<file path="src/rtl/id_stage_decoder_pkg.sv">
// Shared types for the ID stage: control word, mux selects, buffer states and decode helpers.
package id_stage_decoder_pkg;

  localparam logic [6:0] OpLui   = 7'b0110111;
  localparam logic [6:0] OpAuipc = 7'b0010111;
  localparam logic [6:0] OpJal   = 7'b1101111;
  localparam logic [6:0] OpJalr  = 7'b1100111;
  localparam logic [6:0] OpBr    = 7'b1100011;
  localparam logic [6:0] OpLoad  = 7'b0000011;
  localparam logic [6:0] OpStore = 7'b0100011;
  localparam logic [6:0] OpImm   = 7'b0010011;
  localparam logic [6:0] OpReg   = 7'b0110011;
  localparam logic [6:0] OpCsr   = 7'b1110011;

  localparam logic [6:0] Funct7Base   = 7'h00;
  localparam logic [6:0] Funct7Alt    = 7'h20;
  localparam logic [6:0] Funct7Muldiv = 7'h01;

  typedef enum logic [2:0] {
    AluAdd, AluSll, AluSra, AluSub, AluXor, AluSrl, AluOr, AluAnd
  } alu_ops_t;

  typedef enum logic [2:0] {
    BrEq = 3'b000, BrNe = 3'b001, BrLt = 3'b100, BrGe = 3'b101, BrLtu = 3'b110, BrGeu = 3'b111
  } branch_funct3_t;

  typedef enum logic {Alu1Rs1Out, Alu1PcOut} alumux1_sel_t;

  typedef enum logic [2:0] {
    Alu2IImm, Alu2UImm, Alu2BImm, Alu2SImm, Alu2JImm, Alu2Rs2Out
  } alumux2_sel_t;

  typedef enum logic [3:0] {
    RfAluOut, RfBrEn, RfUImm, RfLw, RfPcPlus4, RfLb, RfLbu, RfLh, RfLhu
  } regfilemux_sel_t;

  typedef enum logic {CmpRs2Out, CmpIImm} cmpmux_sel_t;

  typedef enum logic [2:0] {
    MdMul, MdMulh, MdMulhsu, MdMulhu, MdDiv, MdDivu, MdRem, MdRemu
  } muldiv_funct3_t;

  typedef enum logic [1:0] {StEmpty, StOne, StTwo} decode_state_t;

  typedef struct packed {
    alu_ops_t        aluop;
    branch_funct3_t  cmpop;
    alumux1_sel_t    alumux1_sel;
    alumux2_sel_t    alumux2_sel;
    regfilemux_sel_t regfilemux_sel;
    cmpmux_sel_t     cmpmux_sel;
    logic            load_regfile;
    logic            mem_read;
    logic            mem_write;
    logic            br_op;
    logic            jmp_op;
    logic            muldiv_en;
    muldiv_funct3_t  muldiv_op;
    logic [3:0]      rmask;
    logic [3:0]      wmask;
  } ctrl_t;

  // Byte-lane mask for a load/store width encoded in funct3[1:0].
  function automatic logic [3:0] mask_from_funct3(logic [2:0] f3);
    case (f3[1:0])
      2'b00:   return 4'b0001;
      2'b01:   return 4'b0011;
      default: return 4'b1111;
    endcase
  endfunction

  // ALU op for the register/immediate arithmetic group; alt is instr[30].
  function automatic alu_ops_t alu_from_funct3(logic [2:0] f3, logic alt);
    case (f3)
      3'b001:  return AluSll;
      3'b100:  return AluXor;
      3'b101:  return alt ? AluSra : AluSrl;
      3'b110:  return AluOr;
      3'b111:  return AluAnd;
      default: return AluAdd;
    endcase
  endfunction

endpackage

</file>
<file path="src/rtl/id_stage_decoder_instr_decoder.sv">
// Combinational RV32I(+M) decoder: raw word to control word, immediate, fields and illegal flag.
module id_stage_decoder_instr_decoder
  import id_stage_decoder_pkg::*;
#(
  parameter int unsigned Xlen   = 32,
  parameter bit          EnMext = 1'b1,
  parameter bit          EnCsr  = 1'b0
) (
  input  logic [31:0]     instr_i,
  output ctrl_t           ctrl_o,
  output logic [Xlen-1:0] imm_o,
  output logic [4:0]      rs1_o,
  output logic [4:0]      rs2_o,
  output logic [4:0]      rd_o,
  output logic            illegal_o
);

  logic [6:0]  opcode;
  logic [2:0]  funct3;
  logic [6:0]  funct7;
  logic [31:0] imm_i, imm_s, imm_b, imm_u, imm_j, imm32;

  assign opcode = instr_i[6:0];
  assign funct3 = instr_i[14:12];
  assign funct7 = instr_i[31:25];
  assign rs1_o  = instr_i[19:15];
  assign rs2_o  = instr_i[24:20];
  assign rd_o   = instr_i[11:7];

  assign imm_i = {{20{instr_i[31]}}, instr_i[31:20]};
  assign imm_s = {{20{instr_i[31]}}, instr_i[31:25], instr_i[11:7]};
  assign imm_b = {{19{instr_i[31]}}, instr_i[31], instr_i[7], instr_i[30:25], instr_i[11:8], 1'b0};
  assign imm_u = {instr_i[31:12], 12'b0};
  assign imm_j = {{11{instr_i[31]}}, instr_i[31], instr_i[19:12], instr_i[20], instr_i[30:21],
                  1'b0};

  assign imm_o = Xlen'($signed(imm32));

  // Opcode decode; an illegal result wipes the control word so the entry has no side effects.
  always_comb begin
    ctrl_o    = '0;
    illegal_o = 1'b0;
    imm32     = '0;
    case (opcode)
      OpLui: begin
        imm32                 = imm_u;
        ctrl_o.load_regfile   = 1'b1;
        ctrl_o.regfilemux_sel = RfUImm;
      end
      OpAuipc: begin
        imm32               = imm_u;
        ctrl_o.load_regfile = 1'b1;
        ctrl_o.alumux1_sel  = Alu1PcOut;
        ctrl_o.alumux2_sel  = Alu2UImm;
      end
      OpJal: begin
        imm32                 = imm_j;
        ctrl_o.load_regfile   = 1'b1;
        ctrl_o.jmp_op         = 1'b1;
        ctrl_o.alumux1_sel    = Alu1PcOut;
        ctrl_o.alumux2_sel    = Alu2JImm;
        ctrl_o.regfilemux_sel = RfPcPlus4;
      end
      OpJalr: begin
        imm32                 = imm_i;
        ctrl_o.load_regfile   = 1'b1;
        ctrl_o.jmp_op         = 1'b1;
        ctrl_o.alumux1_sel    = Alu1Rs1Out;
        ctrl_o.alumux2_sel    = Alu2IImm;
        ctrl_o.regfilemux_sel = RfPcPlus4;
      end
      OpBr: begin
        imm32              = imm_b;
        ctrl_o.br_op       = 1'b1;
        ctrl_o.cmpop       = branch_funct3_t'(funct3);
        ctrl_o.alumux1_sel = Alu1PcOut;
        ctrl_o.alumux2_sel = Alu2BImm;
        illegal_o          = (funct3[2:1] == 2'b01);
      end
      OpLoad: begin
        imm32               = imm_i;
        ctrl_o.load_regfile = 1'b1;
        ctrl_o.mem_read     = 1'b1;
        ctrl_o.rmask        = mask_from_funct3(funct3);
        case (funct3)
          3'b000:  ctrl_o.regfilemux_sel = RfLb;
          3'b001:  ctrl_o.regfilemux_sel = RfLh;
          3'b010:  ctrl_o.regfilemux_sel = RfLw;
          3'b100:  ctrl_o.regfilemux_sel = RfLbu;
          3'b101:  ctrl_o.regfilemux_sel = RfLhu;
          default: illegal_o = 1'b1;
        endcase
      end
      OpStore: begin
        imm32              = imm_s;
        ctrl_o.mem_write   = 1'b1;
        ctrl_o.alumux2_sel = Alu2SImm;
        ctrl_o.wmask       = mask_from_funct3(funct3);
        illegal_o          = (funct3 >= 3'd3);
      end
      OpImm, OpReg: begin
        ctrl_o.load_regfile = 1'b1;
        ctrl_o.aluop        = alu_from_funct3(funct3, instr_i[30]);
        if (funct3[2:1] == 2'b01) begin
          ctrl_o.cmpop          = funct3[0] ? BrLtu : BrLt;
          ctrl_o.regfilemux_sel = RfBrEn;
        end
        if (opcode == OpImm) begin
          imm32              = imm_i;
          ctrl_o.alumux2_sel = Alu2IImm;
          ctrl_o.cmpmux_sel  = CmpIImm;
          if (funct3 == 3'b001) begin
            illegal_o = (funct7 != Funct7Base);
          end else if (funct3 == 3'b101) begin
            illegal_o = (funct7 != Funct7Base) && (funct7 != Funct7Alt);
          end
        end else begin
          ctrl_o.alumux2_sel = Alu2Rs2Out;
          ctrl_o.cmpmux_sel  = CmpRs2Out;
          if (funct7 == Funct7Alt && funct3 == 3'b000) begin
            ctrl_o.aluop = AluSub;
          end else if (funct7 == Funct7Muldiv && EnMext) begin
            // M-extension ops bypass the ALU/compare paths entirely.
            ctrl_o.aluop          = AluAdd;
            ctrl_o.cmpop          = BrEq;
            ctrl_o.regfilemux_sel = RfAluOut;
            ctrl_o.muldiv_en      = 1'b1;
            ctrl_o.muldiv_op      = muldiv_funct3_t'(funct3);
          end else if (!(funct7 == Funct7Base || (funct7 == Funct7Alt && funct3 == 3'b101))) begin
            illegal_o = 1'b1;
          end
        end
      end
      OpCsr: begin
        imm32     = imm_i;
        illegal_o = !EnCsr;
      end
      default: illegal_o = 1'b1;
    endcase
    if (rd_o == 5'd0) begin
      ctrl_o.load_regfile = 1'b0;
    end
    if (illegal_o) begin
      ctrl_o = '0;
    end
  end

endmodule

</file>
<file path="src/rtl/id_stage_decoder.sv">
// Registered decode stage with a 2-entry skid buffer; in_ready comes straight from a flop.
module id_stage_decoder
  import id_stage_decoder_pkg::*;
#(
  parameter int unsigned Xlen   = 32,
  parameter bit          EnMext = 1'b1,
  parameter bit          EnCsr  = 1'b0
) (
  input  logic            clk,
  input  logic            rst,
  input  logic            flush,
  input  logic            in_valid,
  output logic            in_ready,
  input  logic [31:0]     in_instr,
  input  logic [Xlen-1:0] in_pc,
  output logic            out_valid,
  input  logic            out_ready,
  output ctrl_t           out_ctrl,
  output logic [Xlen-1:0] out_pc,
  output logic [4:0]      out_rs1,
  output logic [4:0]      out_rs2,
  output logic [4:0]      out_rd,
  output logic [Xlen-1:0] out_imm,
  output logic            out_illegal
);

  typedef struct packed {
    ctrl_t           ctrl;
    logic [Xlen-1:0] pc;
    logic [4:0]      rs1;
    logic [4:0]      rs2;
    logic [4:0]      rd;
    logic [Xlen-1:0] imm;
    logic            illegal;
  } entry_t;

  decode_state_t state_q, state_d;
  entry_t        main_q, main_d, skid_q, skid_d, dec;
  logic          in_ready_q, in_ready_d;
  logic          in_fire, out_fire;

  id_stage_decoder_instr_decoder #(
    .Xlen  (Xlen),
    .EnMext(EnMext),
    .EnCsr (EnCsr)
  ) u_instr_decoder (
    .instr_i  (in_instr),
    .ctrl_o   (dec.ctrl),
    .imm_o    (dec.imm),
    .rs1_o    (dec.rs1),
    .rs2_o    (dec.rs2),
    .rd_o     (dec.rd),
    .illegal_o(dec.illegal)
  );
  assign dec.pc = in_pc;

  assign in_fire  = in_valid && in_ready_q;
  assign out_fire = out_valid && out_ready;

  // Buffer occupancy and payload movement; flush overrides any handshake.
  always_comb begin
    state_d = state_q;
    main_d  = main_q;
    skid_d  = skid_q;
    unique case (state_q)
      StEmpty: begin
        if (in_fire) begin
          main_d  = dec;
          state_d = StOne;
        end
      end
      StOne: begin
        if (in_fire && out_fire) begin
          main_d = dec;
        end else if (in_fire) begin
          skid_d  = dec;
          state_d = StTwo;
        end else if (out_fire) begin
          state_d = StEmpty;
        end
      end
      StTwo: begin
        // Skid entry is older than anything arriving, so it moves up first.
        if (out_fire) begin
          main_d  = skid_q;
          state_d = StOne;
        end
      end
      default: state_d = StEmpty;
    endcase
    if (flush) begin
      state_d = StEmpty;
    end
    in_ready_d = (state_d != StTwo);
  end

  // State, payload and registered ready; reset drops every entry.
  always_ff @(posedge clk) begin
    if (rst) begin
      state_q    <= StEmpty;
      in_ready_q <= 1'b1;
      main_q     <= '0;
      skid_q     <= '0;
    end else begin
      state_q    <= state_d;
      in_ready_q <= in_ready_d;
      main_q     <= main_d;
      skid_q     <= skid_d;
    end
  end

  assign in_ready    = in_ready_q;
  assign out_valid   = (state_q != StEmpty);
  assign out_ctrl    = main_q.ctrl;
  assign out_pc      = main_q.pc;
  assign out_rs1     = main_q.rs1;
  assign out_rs2     = main_q.rs2;
  assign out_rd      = main_q.rd;
  assign out_imm     = main_q.imm;
  assign out_illegal = main_q.illegal;

endmodule
</file>
<file path="config.mk">
export PLATFORM = sky130hd
export DESIGN_NAME = id_stage_decoder
export DESIGN_NICKNAME = d
export VERILOG_FILES = /design/src/rtl/id_stage_decoder_pkg.sv /design/src/rtl/id_stage_decoder_instr_decoder.sv /design/src/rtl/id_stage_decoder.sv
export SDC_FILE = /design/constraint.sdc
export NUM_CORES = 1
export LEC_CHECK = 0
export ABC_AREA = 1
export BUFFER_PORTS_ARGS = -buffer_cell sky130_fd_sc_hd__buf_2
export CELL_PAD_IN_SITES_DETAIL_PLACEMENT = 1
export CELL_PAD_IN_SITES_GLOBAL_PLACEMENT = 2
export CORE_MARGIN = 10
export CORE_UTILIZATION = 28
export DETAILED_ROUTE_END_ITERATION = 10
export GPL_ROUTABILITY_DRIVEN = 0
export PLACE_DENSITY = 0.78
export SYNTH_ARGS = -nofsm -noshare
export SYNTH_HDL_FRONTEND = slang
export SYNTH_SLANG_ARGS = --single-unit
export TNS_END_PERCENT = 100
</file>
<file path="constraint.sdc">
create_clock -name clk -period 1.64 [get_ports clk]
set_input_delay 0.328 -clock clk [delete_from_list [all_inputs] [get_ports clk]]
set_output_delay 0.328 -clock clk [all_outputs]
set_load 0.01 [all_outputs]
</file>
Word-level counts from Yosys, hierarchy flattened
Index checks and enable logic that the tools add are counted.

cells by class
  bitwise gates (word level) = 1
  $lt $le $gt $ge = 1
  reductions and logical operators = 25
  shift operators = 0
  $mul = 0
  divide/modulo/power cells = 0
  add/sub/neg operators = 0
  muxes and demuxes = 56
  equality and inequality tests = 27

operators with widths
  kind                count
  $mux 112            3
  $pmux 112 s3        1
  $pmux 32 s6         1
  $mux 32             2
  $mux 4              8
  $pmux 3 s5          2
  $eq 7x6->1 const B  4
  $eq 7x7->1 const B  4
  $pmux 4 s5          1
  $mux 1              18
  $mux 3              6
  $pmux 4 s4          1
  $eq 7x5->1 const B  2
  $mux 2              7
  $eq 3x3->1 const B  4
  $mux 6              2
  $ne 2x2->1 const B  4
  $pmux 4 s2          1
  $eq 7x1->1 const B  1
  $eq 7x2->1 const B  1
  $logic_not 7->1     1
  $ne 7x6->1 const B  1
  $reduce_bool 7->1   1
  $reduce_or 7->1     1
  22 further kinds    33

storage, ports and cells
  logic and storage cells = 154
  input bits = 69
  RAM bits = 0
  output and inout bits = 114
  register bits after elaboration = 227
  memories kept = 0
  bits in read-only memories = 0
  bits in latches = 0

Longest topological paths before layout
  word-level depth = 11
  depth in mapped cells = 13
  gate-level depth less buffers = 13

Hierarchy
From an unflattened synthesis, not the netlist that was laid out.

unflattened totals
  cell total of the unflattened synthesis = 1887
  area total of the unflattened synthesis = 11621.1 sq um

modules (own cells, without submodules)
  module                          seq. area each (sq um)  times used  area an instance (sq um)  cells each
  id_stage_decoder                4544.4                  1           10229.8                   1603
  id_stage_decoder_instr_decoder  0.0                     1           1391.3                    284

Least setup slack after synthesis
Ideal clock, no wire load.

  path kind = input to register
  from = input port in_instr[5]
  to = register skid_q[108] in the netlist's numbering
  data required time = 1573 ps
  arrival time = 1524 ps
  stages on the path = 11
  setup slack = 50 ps
  library setup time = 67 ps
  buffers on the path = 2
  cell sequence = buf_6 -> nor3_2 -> nand2_2 -> nand2_1 -> nor2_1 -> a21oi_4 -> nand2_2 -> inv_2 -> buf_6 -> nand2_1 -> a21oi_2

on the way
  word-level cells in the longest chain between the ends = 4
  elaborated cells between the ends (all ways) = 16
  classes of those cells = 9 x eq/ne; 5 x mux; 2 x reduce/logical

ends and longest elaborated chain
  item                                                            RTL line                               source
  start, declared                                                 id_stage_decoder.sv:14                 input logic [31:0] in_instr,
  $eq 7x6->1, or another cell as far along                        id_stage_decoder_instr_decoder.sv:44   case (opcode)
  $reduce_or 4->1 (no source line), or another cell as far along  n/a
  $pmux 1 s5 or $pmux 3 s2 (tied branches)                        id_stage_decoder_instr_decoder.sv:44
  $mux 32 *                                                       id_stage_decoder_instr_decoder.sv:143  if (illegal_o) begin
  end signal, assigned                                            id_stage_decoder.sv:108                skid_q <= skid_d;
  end, declared                                                   id_stage_decoder.sv:38                 entry_t main_q, main_d, skid_q, skid_d, dec;

Mark *: on every way between the ends. The rest lies on a longest branch, timed or not.
A chain may end at the register's enable or synchronous reset.

Final worst setup path
  from = register state_q[1]
  to = register main_q (netlist bit out_imm[11])

on the way
  word-level cells in the longest chain between the ends = 5
  elaborated cells between the ends (all ways) = 12
  classes of those cells = 5 x eq/ne; 1 x mux; 6 x reduce/logical

ends and longest elaborated chain
  item                               RTL line                 source
  start, declared                    id_stage_decoder.sv:37   decode_state_t state_q, state_d;
  start signal, assigned             id_stage_decoder.sv:100  state_q <= StEmpty;
  start signal, assigned             id_stage_decoder.sv:105  state_q <= state_d;
  $reduce_bool 2->1                  id_stage_decoder.sv:113  assign out_valid = (state_q != StEmpty);
  $logic_and 1x1->1                  id_stage_decoder.sv:58   assign out_fire = out_valid && out_ready;
  $logic_and 1x1->1                  id_stage_decoder.sv:73   if (in_fire && out_fire) begin
  $ne 2x2->1 (no source line)        n/a
  $reduce_and 4->1 (no source line)  n/a
  end signal, assigned               id_stage_decoder.sv:107  main_q <= main_d;
  end, declared                      id_stage_decoder.sv:38

Parallel ways exist; a longest one is shown, timed or not.

==> impl_metrics.py <==
metrics = {
    "run_status": {
        "status": "complete, no violations",
    },
    "timing": {
        "finalCritPeriodShare_pct": 96.9,
        "max_freq_mhz": 630,
        "drv_slew": 0,
        "setup_viol": 0,
        "finalSetupTns_ns": 0,
        "finClkSkew_ns": 0.0303,
        "fin_crit_ns": 1.59,
        "rsz0062_at_grt": "true",
        "relSlewSlack_pct": 74.5,
        "worst_pin_slew_ns": 0.378,
        "hold_viol_final": 0,
        "fin_hold_ws_ns": 0.0271,
    },
    "drt": {
        "vias": 9835,
        "firstDrtPassIters": 4,
        "finalWirelength_um": 35200,
        "ant_nets": 0,
        "viasPerCell": 4.83,
        "drc": 0,
        "drtIter0Drc": 401,
        "wl_per_cell_um": 17.3,
    },
    "clock_tree": {
        "path_clk_slew_ns": 0.06,
        "post_cts_buffers": 0,
        "clock_latency_ns": 0.54,
        "htree_levels": 1,
        "cts_root_buffer": "clkbuf_16",
        "cts_tree": "yes",
        "numCtsBuffers": 26,
        "cts.path.max_buffers": 3,
        "clock_sinks": 219,
    },
    "worst_setup_path": {
        "startpoint_type": "register",
        "slowest_stage": "dfxtp_2",
        "cp_cell_sequence": "inv_2, nand2_1, nand2_1, nand3_4, clkinv_2, buf_12, o211ai_1, a21oi_1",
        "r2r_start": "state_q[1]",
        "max_stage_delay_ns": 0.38,
        "cp-end-kind": "register",
        "crit_required_ns": 2.02,
        "critPathKind": "register to register",
        "cp.arrival_ns": 1.97,
        "crit_family": "buffers and inverters",
        "r2r_slack_ns": 0.05,
        "reg2reg_depth": 8,
        "crit_buf_inv": 3,
        "r2r-end": "out_imm[11]",
        "crit_top_cell": "nand2_1",
        "path_max_fanout": 22,
    },
    "yosys": {
        "synth-seq-area-share_pct": 45.8,
        "synth_xor_area_share_pct": 0.0915,
        "synth_top_family_by_area": "compound AO/OA/AOI/OAI gates",
        "synth_area_um2": 9580,
        "post_synth_main_area_contributors": "dfxtp_1 (46%), nand2_1 (11%), o21ai_0 (9.8%)",
        "synth_compound_area_share_pct": 23.6,
        "ys_types": 29,
        "yosys.area_share.simple_pct": 21.7,
        "yosysTopAreaCellShare_pct": 45.8,
        "synth_fa_ha_area_share_pct": 0,
        "synth.largest_area_cell": "dfxtp_1",
        "synth_cells": 1354,
        "yosysWarnings": 0,
        "syn_avg_cell_area_um2": 7.07,
        "muxShareOfSynthArea_pct": 0,
        "synth.ff_latch_count": 219,
        "syn_nets": 1423,
    },
    "grt": {
        "grt_pass1_wl_um": 55600,
        "grt_max_degree": 88,
        "antenna_found_initial": 0,
        "grt_pass1_vias": 10100,
        "grt_usage_pct": 16.2,
        "grt.overflow.total": 0,
    },
    "cells_and_area": {
        "post-route-util_pct": 37.6,
        "fin_cells": 2038,
        "nets": 1640,
        "drive_gt1_share_pct": 24.0,
        "area_growth_pct": 31.8,
        "antenna_cells": 0,
    },
    "pwr": {
        "combPwrFrac_pct": 10.3,
        "switching_share_pct": 25.6,
        "p_per_area_nw_per_um2": 998,
        "vdd_drop_max_v": 0.000662,
        "leakage_nw": 5.80,
        "internal_power_mw": 9.37,
        "switchingPower_mw": 3.22,
        "pwr-share-seq_pct": 44.6,
        "clkPwrFrac_pct": 45.0,
    },
    "min_path": {
        "hold_depth": 3,
        "hp-start": "in_pc[28]",
        "hp-class": "input pin to register",
        "min_to": "skid_q[76]",
    },
    "floorplan": {
        "coreArea_um2": 33600,
        "io_pins": 183,
        "die_h_um": 205,
        "rows": 67,
        "die_area_um2": 42000,
        "start_util_pct": 28.5,
        "die_w_um": 205,
    },
    "job": {
        "max-cap-violations": 0,
    },
    "placed_design": {
        "hpwl_um": 24400,
        "place_inst": 1990,
        "io_buffers": 182,
    },
}
cell usage after synthesis:
library cell,count
nor3_2,1
nor2_2,2
buf_2,13
o22ai_1,2
nand2_2,7
a21oi_4,1
o211ai_1,7
nand4_1,13
inv_1,89
buf_1,11
buf_4,6
o21ai_1,2
nor3_1,3
nor4_4,1
nand3_1,53
inv_2,12
buf_6,3
nand2_1,277
dfxtp_1,219
nor2_1,140
nand3_2,4
a21oi_2,6
xnor2_1,1
o21ai_0,187
o41ai_1,1
nor2_8,1
a31oi_1,72
clkbuf_1,76
a21oi_1,144
repair_timing:
item,in CTS,in global routing
endpoints found under the setup margin,0,66
hold endpoints to repair,0,0
hold buffers,0,0
resized for setup,0,14
per-stage QoR:
stage	cell area (um2)	setup WS, ns	total power, mW
5_1_grt	12600	-0.0152	13.2
2_1_floorplan	9580	0.0498	6.36
3_3_place_gp	11700	-0.514	7.01
6_report	12600	0.0516	12.6
4_1_cts	12600	0.00640	12.8
3_5_place_dp	11700	-0.512	7.03
state kept, by name, indices dropped and copies added (netlist names):
name         flops
skid_q         108
in_ready         1
out_rs2          5
out_rd           5
out_rs1          5
out_imm         32
out_illegal      1
out_pc          32
out_ctrl        28
state_q          2
cell type report:
| class | count | area, um2 |
|---|---|---|
| inverter | 101 | 385 |
| clock buffer | 37 | 752 |
| fill | 4178 | 21000 |
| clock inverter | 10 | 88.8 |
| sequential | 219 | 4390 |
| tap | 448 | 561 |
| multi-input combinational | 925 | 4370 |
| timing repair buffer | 298 | 2090 |
cells by family after synthesis:
| logic type | Yosys count |
|---|---|
| flip-flops | 219 |
| AO/OA/AOI/OAI | 422 |
| buffers and inverters | 210 |
| AND/OR/NAND/NOR | 502 |
| XOR/XNOR | 1 |
worst max path at each step:
stage | from | end | cells after the start
final | state_q[1] | out_imm[11] | 8
after global routing | state_q[1] | out_imm[11] | 8
after CTS | state_q[1] | out_valid | 3
after detailed placement | in_instr[28] | out_ctrl[8] | 14
after global placement | in_instr[28] | out_ctrl[8] | 14
after floorplan | in_instr[5] | skid_q[108] | 11
worst min-delay path: stages:
cell,delay (ns)
buf_2,0.09
nor2_1,0.04
nor2_1,0.08
power by group through the flow:
stage          Clock, mW  Sequential [mW]  Combinational [mW]
6_report            5.67             5.62                1.30
3_5_place_dp           0             5.74                1.30
2_1_floorplan          0             5.77               0.587
4_1_cts             5.88             5.62                1.31
3_3_place_gp           0             5.73                1.28
5_1_grt             6.08             5.64                1.46
layer usage:
layer	global-route usage, %	vias to the layer above	routed length, um
li1	-	4939	-
met1	20.8	4723	16000
met2	27.9	145	17200
met3	2.48	28	1490
met4	3.62	0	500
met5	0	-	0
cells in the final DEF (no fill, tap or decap), types with 4 or more instances in the layout:
cell type    n
nand4_1     13
clkbuf_16   27
clkbuf_8     6
buf_2      182
a31oi_1     72
clkbuf_1     5
inv_1       87
nand2_1    277
o21ai_0    180
nand3_1     53
o211ai_1     7
nor2_1     137
a21oi_1    144
nor2_2       4
o21ai_1      8
buf_12      22
inv_2       11
dfxtp_1    218
buf_4       90
a21oi_2      6
clkinv_2     8
nand2_2      7
Note: power is estimated with default switching activity, not from simulation.
